`src/rtl/ikaopll_pkg.sv`:
```
// Shared definitions for the OPLL register-write scheduler: FSM encoding,
// default bus timing and tick-counter helpers.
package ikaopll_pkg;

    typedef enum logic [2:0] {
        ST_IDLE      = 3'd0,
        ST_ADDR_WR   = 3'd1,
        ST_ADDR_WAIT = 3'd2,
        ST_DATA_WR   = 3'd3,
        ST_DATA_WAIT = 3'd4
    } wr_state_t;

    localparam int DEF_WR_LEN    = 2;
    localparam int DEF_ADDR_WAIT = 6;
    localparam int DEF_DATA_WAIT = 42;

    localparam int CNT_W = 6;

    // A phase lasting n ticks starts its down-counter at n-1 and leaves on 0.
    function automatic logic [CNT_W-1:0] ticks_to_cnt(input int ticks);
        return CNT_W'(ticks - 1);
    endfunction

endpackage

```
`src/rtl/ikaopll_rrarb2.sv`:
```
// Two-way round-robin arbiter: one-hot grant, pointer remembers who was
// served last and only moves when a grant is actually taken.
module ikaopll_rrarb2 (
    input  logic       i_clk,
    input  logic       i_srst,
    input  logic       i_update,
    input  logic [1:0] i_req,
    output logic [1:0] o_gnt
);

    logic r_last_b;

    always_comb begin
        o_gnt = i_req;
        if (i_req == 2'b11) begin
            o_gnt = r_last_b ? 2'b01 : 2'b10;
        end
    end

    // Reset points at B so that A takes the first tie.
    always_ff @(posedge i_clk) begin
        if (i_srst) begin
            r_last_b <= 1'b1;
        end else if (i_update) begin
            r_last_b <= o_gnt[1];
        end
    end

endmodule

```
`src/rtl/ikaopll_wrsched.sv`:
```
// Serialises register writes from two requesters into OPLL address/data bus
// cycles, pacing them with phi1 ticks so the chip has time to absorb each write.
module ikaopll_wrsched
    import ikaopll_pkg::*;
#(
    parameter int WR_LEN    = DEF_WR_LEN,
    parameter int ADDR_WAIT = DEF_ADDR_WAIT,
    parameter int DATA_WAIT = DEF_DATA_WAIT
) (
    input  logic       i_EMUCLK,
    input  logic       i_RST,
    input  logic       i_phi1_NCEN_n,
    input  logic       i_A_VALID,
    input  logic [7:0] i_A_REG,
    input  logic [7:0] i_A_DATA,
    input  logic       i_B_VALID,
    input  logic [7:0] i_B_REG,
    input  logic [7:0] i_B_DATA,
    output logic       o_A_READY,
    output logic       o_B_READY,
    output logic       o_CS_n,
    output logic       o_WR_n,
    output logic       o_A0,
    output logic [7:0] o_D,
    output logic       o_BUSY,
    output logic       o_GNT_B
);

    localparam logic [CNT_W-1:0] C_WR_LD   = ticks_to_cnt(WR_LEN);
    localparam logic [CNT_W-1:0] C_AWAIT_LD = ticks_to_cnt(ADDR_WAIT);
    localparam logic [CNT_W-1:0] C_DWAIT_LD = ticks_to_cnt(DATA_WAIT);
    localparam logic [CNT_W-1:0] C_ONE     = CNT_W'(1);

    wr_state_t        r_state;
    logic [CNT_W-1:0] r_cnt;
    logic [7:0]       r_data;
    logic             r_cs_n;
    logic             r_wr_n;
    logic             r_a0;
    logic [7:0]       r_d;
    logic             r_busy;
    logic             r_gnt_b;

    logic       w_en;
    logic       w_idle;
    logic [1:0] w_gnt;
    logic       w_accept;
    logic       w_cnt_zero;

    assign w_en       = ~i_phi1_NCEN_n;
    assign w_idle     = (r_state == ST_IDLE);
    assign w_accept   = w_idle & w_en & (|w_gnt);
    assign w_cnt_zero = (r_cnt == '0);

    ikaopll_rrarb2 u_arb (
        .i_clk    (i_EMUCLK),
        .i_srst   (i_RST),
        .i_update (w_accept),
        .i_req    ({i_B_VALID, i_A_VALID}),
        .o_gnt    (w_gnt)
    );

    // READY is the handshake itself, so it must follow the enable combinationally.
    assign o_A_READY = w_idle & w_en & w_gnt[0];
    assign o_B_READY = w_idle & w_en & w_gnt[1];

    always_ff @(posedge i_EMUCLK) begin
        if (i_RST) begin
            r_state <= ST_IDLE;
            r_cnt   <= '0;
            r_data  <= 8'h00;
            r_cs_n  <= 1'b1;
            r_wr_n  <= 1'b1;
            r_a0    <= 1'b0;
            r_d     <= 8'h00;
            r_busy  <= 1'b0;
            r_gnt_b <= 1'b0;
        end else if (w_en) begin
            case (r_state)
                ST_IDLE: begin
                    if (w_accept) begin
                        r_d     <= w_gnt[1] ? i_B_REG  : i_A_REG;
                        r_data  <= w_gnt[1] ? i_B_DATA : i_A_DATA;
                        r_gnt_b <= w_gnt[1];
                        r_cnt   <= C_WR_LD;
                        r_state <= ST_ADDR_WR;
                        r_cs_n  <= 1'b0;
                        r_wr_n  <= 1'b0;
                        r_a0    <= 1'b0;
                        r_busy  <= 1'b1;
                    end
                end
                ST_ADDR_WR: begin
                    if (w_cnt_zero) begin
                        r_cnt   <= C_AWAIT_LD;
                        r_state <= ST_ADDR_WAIT;
                        r_cs_n  <= 1'b1;
                        r_wr_n  <= 1'b1;
                    end else begin
                        r_cnt <= r_cnt - C_ONE;
                    end
                end
                ST_ADDR_WAIT: begin
                    if (w_cnt_zero) begin
                        r_cnt   <= C_WR_LD;
                        r_state <= ST_DATA_WR;
                        r_cs_n  <= 1'b0;
                        r_wr_n  <= 1'b0;
                        r_a0    <= 1'b1;
                        r_d     <= r_data;
                    end else begin
                        r_cnt <= r_cnt - C_ONE;
                    end
                end
                ST_DATA_WR: begin
                    if (w_cnt_zero) begin
                        r_cnt   <= C_DWAIT_LD;
                        r_state <= ST_DATA_WAIT;
                        r_cs_n  <= 1'b1;
                        r_wr_n  <= 1'b1;
                    end else begin
                        r_cnt <= r_cnt - C_ONE;
                    end
                end
                ST_DATA_WAIT: begin
                    if (w_cnt_zero) begin
                        r_state <= ST_IDLE;
                        r_a0    <= 1'b0;
                        r_busy  <= 1'b0;
                    end else begin
                        r_cnt <= r_cnt - C_ONE;
                    end
                end
                default: begin
                    r_state <= ST_IDLE;
                    r_cnt   <= '0;
                    r_cs_n  <= 1'b1;
                    r_wr_n  <= 1'b1;
                    r_busy  <= 1'b0;
                end
            endcase
        end
    end

    assign o_CS_n  = r_cs_n;
    assign o_WR_n  = r_wr_n;
    assign o_A0    = r_a0;
    assign o_D     = r_d;
    assign o_BUSY  = r_busy;
    assign o_GNT_B = r_gnt_b;

endmodule

```
`config.mk`:
```
export PLATFORM = sky130hd
export DESIGN_NAME = ikaopll_wrsched
export DESIGN_NICKNAME = d
export VERILOG_FILES = /design/src/rtl/ikaopll_pkg.sv /design/src/rtl/ikaopll_rrarb2.sv /design/src/rtl/ikaopll_wrsched.sv
export SDC_FILE = /design/constraint.sdc
export NUM_CORES = 1
export LEC_CHECK = 0
export CAP_MARGIN = 30
export CORE_MARGIN = 1
export CORE_UTILIZATION = 28
export DETAILED_ROUTE_END_ITERATION = 8
export GPL_TIMING_DRIVEN = 0
export SLEW_MARGIN = 5
export SYNTH_ARGS = -nofsm -noshare
export SYNTH_HDL_FRONTEND = slang
export SYNTH_SLANG_ARGS = --single-unit
export TNS_END_PERCENT = 30
```
`constraint.sdc`:
```
create_clock -name i_EMUCLK -period 1.6 [get_ports i_EMUCLK]
set_input_delay 0.32 -clock i_EMUCLK [delete_from_list [all_inputs] [get_ports i_EMUCLK]]
set_output_delay 0.32 -clock i_EMUCLK [all_outputs]
set_load 0.1 [all_outputs]
```
==> results.toml, run 1 <==
[final_layout]
final_nets = 302
syn_to_final_growth_pct = 54.1
drive_gt1_frac = 0.279
final_area_um2 = 2690
fillerInstances = 610
multi_input_comb_area_um2 = 1170
layout.area.seq_um2 = 609
num_antenna_cells = 0

[drt]
wl_per_cell_um = 14.8
ant_nets = 0
routed_wl_um = 5030
initialDrtViolationCount = 206
drtPass1Iterations = 4
vias = 1770
via_per_inst = 5.21
post-route-drc-count = 0

[timing]
hold_viol = 0
post-route-period-util = 1.15
max_slew_margin = 0.630
worst-slew-pin-transition_ns = 0.557
rsz0062_at_grt = "true"
drv_slew = 0
setup_violations = 26
fin_tns_setup_ns = -2.07
clock_skew_ns = 0.0103
fmax_mhz = 542
timing.final.ws_setup_ns = -0.244
final.min_clock_period_ns = 1.84
hold_ws_ns = 0.462

[global_route]
top_usage_layer = "met2"
grt_pass1_vias = 1780
grt_util_met1 = 0.201
antenna_found_initial = 0
use_met2 = 0.276
grt_pass1_wl_um = 8270
grt_use_total = 0.166
grt_max_degree = 11
grt.overflow.total = 0
grtUsageMet3 = 0.0461

[yosys]
yosys_warnings = 0
synthCells = 201
ys_ff_latch = 30
synth_simple_gate_area_frac = 0.197
synth_area_um2 = 1740
muxShareOfSynthArea = 0.138
synth-xor-area-share = 0.00502
synth_nets = 239
seq_area_frac_synth = 0.344
synth_top_family_by_area = "compound AO/OA/AOI/OAI gates"
synth_compound_area_frac = 0.245
synth.distinct_cells = 50
synth_edf_count = 0
synthArstFlopShare = 0
post_synth.cell_area_avg_um2 = 8.68
ys.flop_type = "dfxtp_1"
synthAdderAreaFrac = 0.00717

[clock_tree]
htree_levels = 2
clk_pin_slew_ns = 0.07
insertion_delay_ns = 0.29
cts_buffer_depth = 2
cts_tree = "yes"
cts-root-buf = "clkbuf_8"
clock_sinks = 30
cts-hold-fix-buffers = 0
cts_buffers = 5

[placed_design]
dpl-instance-area_um2 = 2400
dp_hpwl_um = 3570
numPortBuffers = 50
gp_congestion = 0.842

[power]
cellLeakagePower_nw = 1.06
power_mw = 2.60
vdd_drop_max_v = 0.000408
power_density_nw_per_um2 = 969

[floorplanning]
die_y_um = 80.9
placementRows = 28
core_area_um2 = 5960
die_width_um = 80.9
initial_core_util = 0.293
io_pins = 52
die_area_um2 = 6550

[flow_run]
drv_cap = 0

[min_path]
hold_path.class = "flop to flop"

[critical_path]
startpoint_type = "flop"
worstSetupPathType = "flop to primary output"
end_kind = "primary output"
arrival_ns = 1.52
required_ns = 1.28
crit_path_max_fanout = 4

[status]
violations = "negative setup slack"
outcome = "finished with violations"
sequential cells by signal (all words and copies together) (netlist names):
register and cells:
u_arb.r_last_b 1, r_state 3, o_D 8, r_data 8, r_cnt 6, o_A0 1
o_BUSY 1, o_GNT_B 1, o_WR_n 1
stage by stage:
| stage | setup WS [ns] | utilization | instances |
|---|---|---|---|
| floorplan | -0.581 | - | 201 |
| global placement | -1.40 | 0.403 | 326 |
| CTS | -0.360 | 0.437 | 338 |
| global route | -0.281 | 0.451 | 340 |
| detailed placement | -1.39 | 0.403 | 326 |
| finish | -0.244 | 0.451 | 340 |
Yosys cell counts, drive strengths merged, types with 2 or more instances:
master / number / area share
a211o: 8 / 0.040
a211oi: 9 / 0.042
a21boi: 2 / 0.0086
a21o: 3 / 0.013
a21oi: 9 / 0.028
a311oi: 2 / 0.010
a31oi: 6 / 0.022
buf: 10 / 0.037
clkbuf: 6 / 0.013
dfxtp: 30 / 0.34
inv: 6 / 0.013
mux2i: 24 / 0.14
nand2: 13 / 0.028
nand3: 3 / 0.0086
nor2: 23 / 0.051
nor3: 7 / 0.027
nor3b: 3 / 0.019
o211ai: 2 / 0.0086
o21ai: 10 / 0.029
or3: 3 / 0.014
or3b: 3 / 0.017
or4: 2 / 0.0086
layer usage:
metal  vias to the layer above  wire [um]  share of wire
met5                         -          0              0
met4                         0        123          0.024
met3                         9        291          0.058
met2                        65       2390           0.47
met1                       822       2230           0.44
li1                        874          -              -
what timing repair did:
action | in CTS | in global routing
gates cloned | 0 | 2
pin swaps | 5 | 6
setup endpoints to repair | 45 | 32
resized for setup | 72 | 19
setup buffers | 4 | 2
final timing paths:
path	from	endpoint	slack (ns)	cells past startpoint
worst max register to register	r_cnt[0]	r_cnt[4]	-0.15	6
worst min register to register	o_D[4]	o_D[4]	0.46	2
worst max-delay path	r_state[1]	o_A_READY	-0.24	3
worst min-delay path	o_D[4]	o_D[4]	0.46	2
power by group:
group | switching [mW] | total, mW | leakage, nW | internal, mW
clock network | 0.307 | 0.772 | 0.0514 | 0.464
logic | 0.587 | 0.956 | 0.760 | 0.369
registers | 0.0566 | 0.876 | 0.249 | 0.819
total | 0.950 | 2.60 | 1.06 | 1.65
kinds of logic (layout without fill, tap and decap cells):
kind of cell,count (synthesis),in the layout
AOI/OAI and AO/OA,60,60
adders and majority gates,1,1
buffers and inverters,22,85
DFF,30,30
muxes,24,24
and+or+nand+nor,63,64
xor gates and xnor gates,1,1
cell type report:
type	instances	area share
multi-input combinational	150	0.434
sequential	30	0.227
timing repair buffer	57	0.213
buffer	14	0.0414
tap	75	0.0349
clock buffer	6	0.0270
clock inverter	2	0.0140
inverter	6	0.00931
worst max-delay path, cell delays in order (launching register included):
cell and delay (ns):
dfxtp_2 0.32, or3_4 0.42, nor4b_4 0.24, buf_6 0.26
cell usage in the layout (no fill, tap or decap), drive strengths merged, types with 2 or more instances in the layout:
master,n
clkdlybuf4s50,32
dfxtp,30
mux2i,24
nor2,23
buf,20
nand2,13
clkdlybuf4s15,12
o21ai,10
clkbuf,10
a211oi,9
a21oi,9
a211o,8
nor3,7
a31oi,6
inv,6
nor3b,4
or3,3
or3b,3
nand3,3
a21o,3
o211ai,2
a311oi,2
dlygate4sd2,2
a21boi,2
or4,2
Power figures use the tool's default switching activity.
==> inputs of run 2 (changes only) <==
Settings changed: CORE_MARGIN 1 to 5.
==> results.toml, run 2 (synthesized netlist as in run 1, its figures left out) <==
[status]
outcome = "finished with violations"
violations = "negative setup slack"

[power]
power_density_nw_per_um2 = 961
switching_share = 0.359
power_frac_comb = 0.366
cellLeakagePower_nw = 1.05
internal-power_mw = 1.64
power_mw = 2.56
p_clk_frac = 0.294
sequentialPowerShare = 0.340
p_sw_uw = 921
vdd_drop_max_v = 0.000370

[drt]
wl_per_cell_um = 15.0
post-route-drc-count = 0
ant_nets = 0
routed_wl_um = 5100
initialDrtViolationCount = 90
drtPass1Iterations = 4
vias = 1735
via_per_inst = 5.10

[global_route]
grt_pass1_wl_um = 8270
grt_pass1_vias = 1753
grt_max_degree = 11
antenna_found_initial = 0
grt.overflow.total = 0
grt_use_total = 0.137

[floorplanning]
die_y_um = 88.9
placementRows = 28
die_area_um2 = 7910
die_width_um = 88.9
initial_core_util = 0.291
core_area_um2 = 5990
io_pins = 52

[final_layout]
post-route-util = 0.445
num_antenna_cells = 0
syn_to_final_growth_pct = 53.0
fillerInstances = 603
final_nets = 302
layout_common_cells = "32 x clkdlybuf4s50_1, 26 x dfxtp_1, 24 x mux2i_1"
drive_gt1_frac = 0.257
final_common_cell = "clkdlybuf4s50_1"

[clock_tree]
insertion_delay_ns = 0.29
cts_buffer_depth = 2
htree_levels = 2
cts_buffers = 5
clk_pin_slew_ns = 0.07
cts-root-buf = "clkbuf_8"
cts_tree = "yes"
clock_sinks = 30

[critical_path]
crit_path_max_fanout = 6
arrival_ns = 1.61
end_kind = "primary output"
r2r_cells = 6
worstSetupPathType = "flop to primary output"
startpoint_type = "flop"
required_ns = 1.28

[flow_run]
drv_cap = 0

[timing]
fin_tns_setup_ns = -3.37
timing.final.ws_setup_ns = -0.329
post-route-period-util = 1.21
fmax_mhz = 518
clock_skew_ns = 0.00753
max_slew_margin = 0.624
setup_violations = 30
hold_viol = 0
worst-slew-pin-transition_ns = 0.566
final.min_clock_period_ns = 1.93
drv_slew = 0
rsz0062_at_grt = "true"

[min_path]
worstHoldPathCells = 2
hold_path.class = "flop to flop"

[placed_design]
gp_congestion = 0.810
numPortBuffers = 50
dp_hpwl_um = 3760
run 2: cell count changes in the layout (fill, tap and decap cells not counted), sizes merged:
cell	change
nor3b	-1
dlymetal6s2s	-1
clkbuf	+2
clkinvlp	-1
dlygate4sd2	+1
run 2: per-stage QoR:
| stage | area (um^2) | hold WS (ns) | std cells | setup slack (ns) |
|---|---|---|---|---|
| global route | 2670 | 0.478 | 340 | -0.383 |
| floorplan | 1810 | 0.476 | 201 | -0.581 |
| finish | 2670 | 0.461 | 340 | -0.329 |
| detailed placement | 2400 | 0.452 | 326 | -1.40 |
| CTS | 2580 | 0.461 | 337 | -0.345 |
| global placement | 2400 | 0.443 | 326 | -1.42 |
run 2: area by class of cell:
type | instances | area, um^2 | area share
sequential | 30 | 611 | 0.229
multi-input combinational | 149 | 1140 | 0.429
tap | 75 | 93.8 | 0.0352
inverter | 6 | 25.0 | 0.00938
clock buffer | 7 | 76.3 | 0.0286
clock inverter | 1 | 30.0 | 0.0113
timing repair buffer | 57 | 574 | 0.215
buffer | 15 | 115 | 0.0431
run 2: final timing paths:
path                            startpoint        end  slack [ns]
worst max-delay path            r_state[2]  o_A_READY       -0.33
worst min-delay path                o_D[4]     o_D[4]        0.46
worst max register to register    r_cnt[0]   r_cnt[1]       -0.19
worst min register to register      o_D[4]     o_D[4]        0.46
run 2: power groups by stage:
| stage | sequential [mW] | combinational, mW | clock (mW) |
|---|---|---|---|
| after floorplan | 1.09 | 0.433 | 0 |
| after global placement | 0.885 | 0.892 | 0 |
| after detailed placement | 0.888 | 0.890 | 0 |
| after CTS | 0.873 | 0.910 | 0.772 |
| after global routing | 0.880 | 1.01 | 0.792 |
| final | 0.871 | 0.939 | 0.754 |
run 2: what timing repair did:
item | CTS | global route
hold buffers | 0 | 0
gates resized for setup | 73 | 20
buffers inserted | 3 | 3
endpoints found under the setup margin | 45 | 31
endpoints found under the hold margin | 0 | 0
gates cloned | 0 | 1
pin swaps | 4 | 8
run 2: per-layer routing:
layer	GRT usage	part of all wire
met4	0.0563	0.025
met1	0.162	0.42
met3	0.0442	0.079
met5	0	0
met2	0.229	0.47
run 2: critical path, cell delays in order (launching register included):
cell and delay, ns:
dfxtp_4 0.36, or3_4 0.43, nor4b_4 0.27, buf_6 0.26
==> inputs of run 3 (changes only) <==
Settings changed: ABC_CLOCK_PERIOD_IN_PS set to 1600, GPL_ROUTABILITY_DRIVEN set to 0, SLEW_MARGIN 5 to 15.
==> results of run 3 <==
The final DEF is identical to that of run 2; final timing and power are the same.
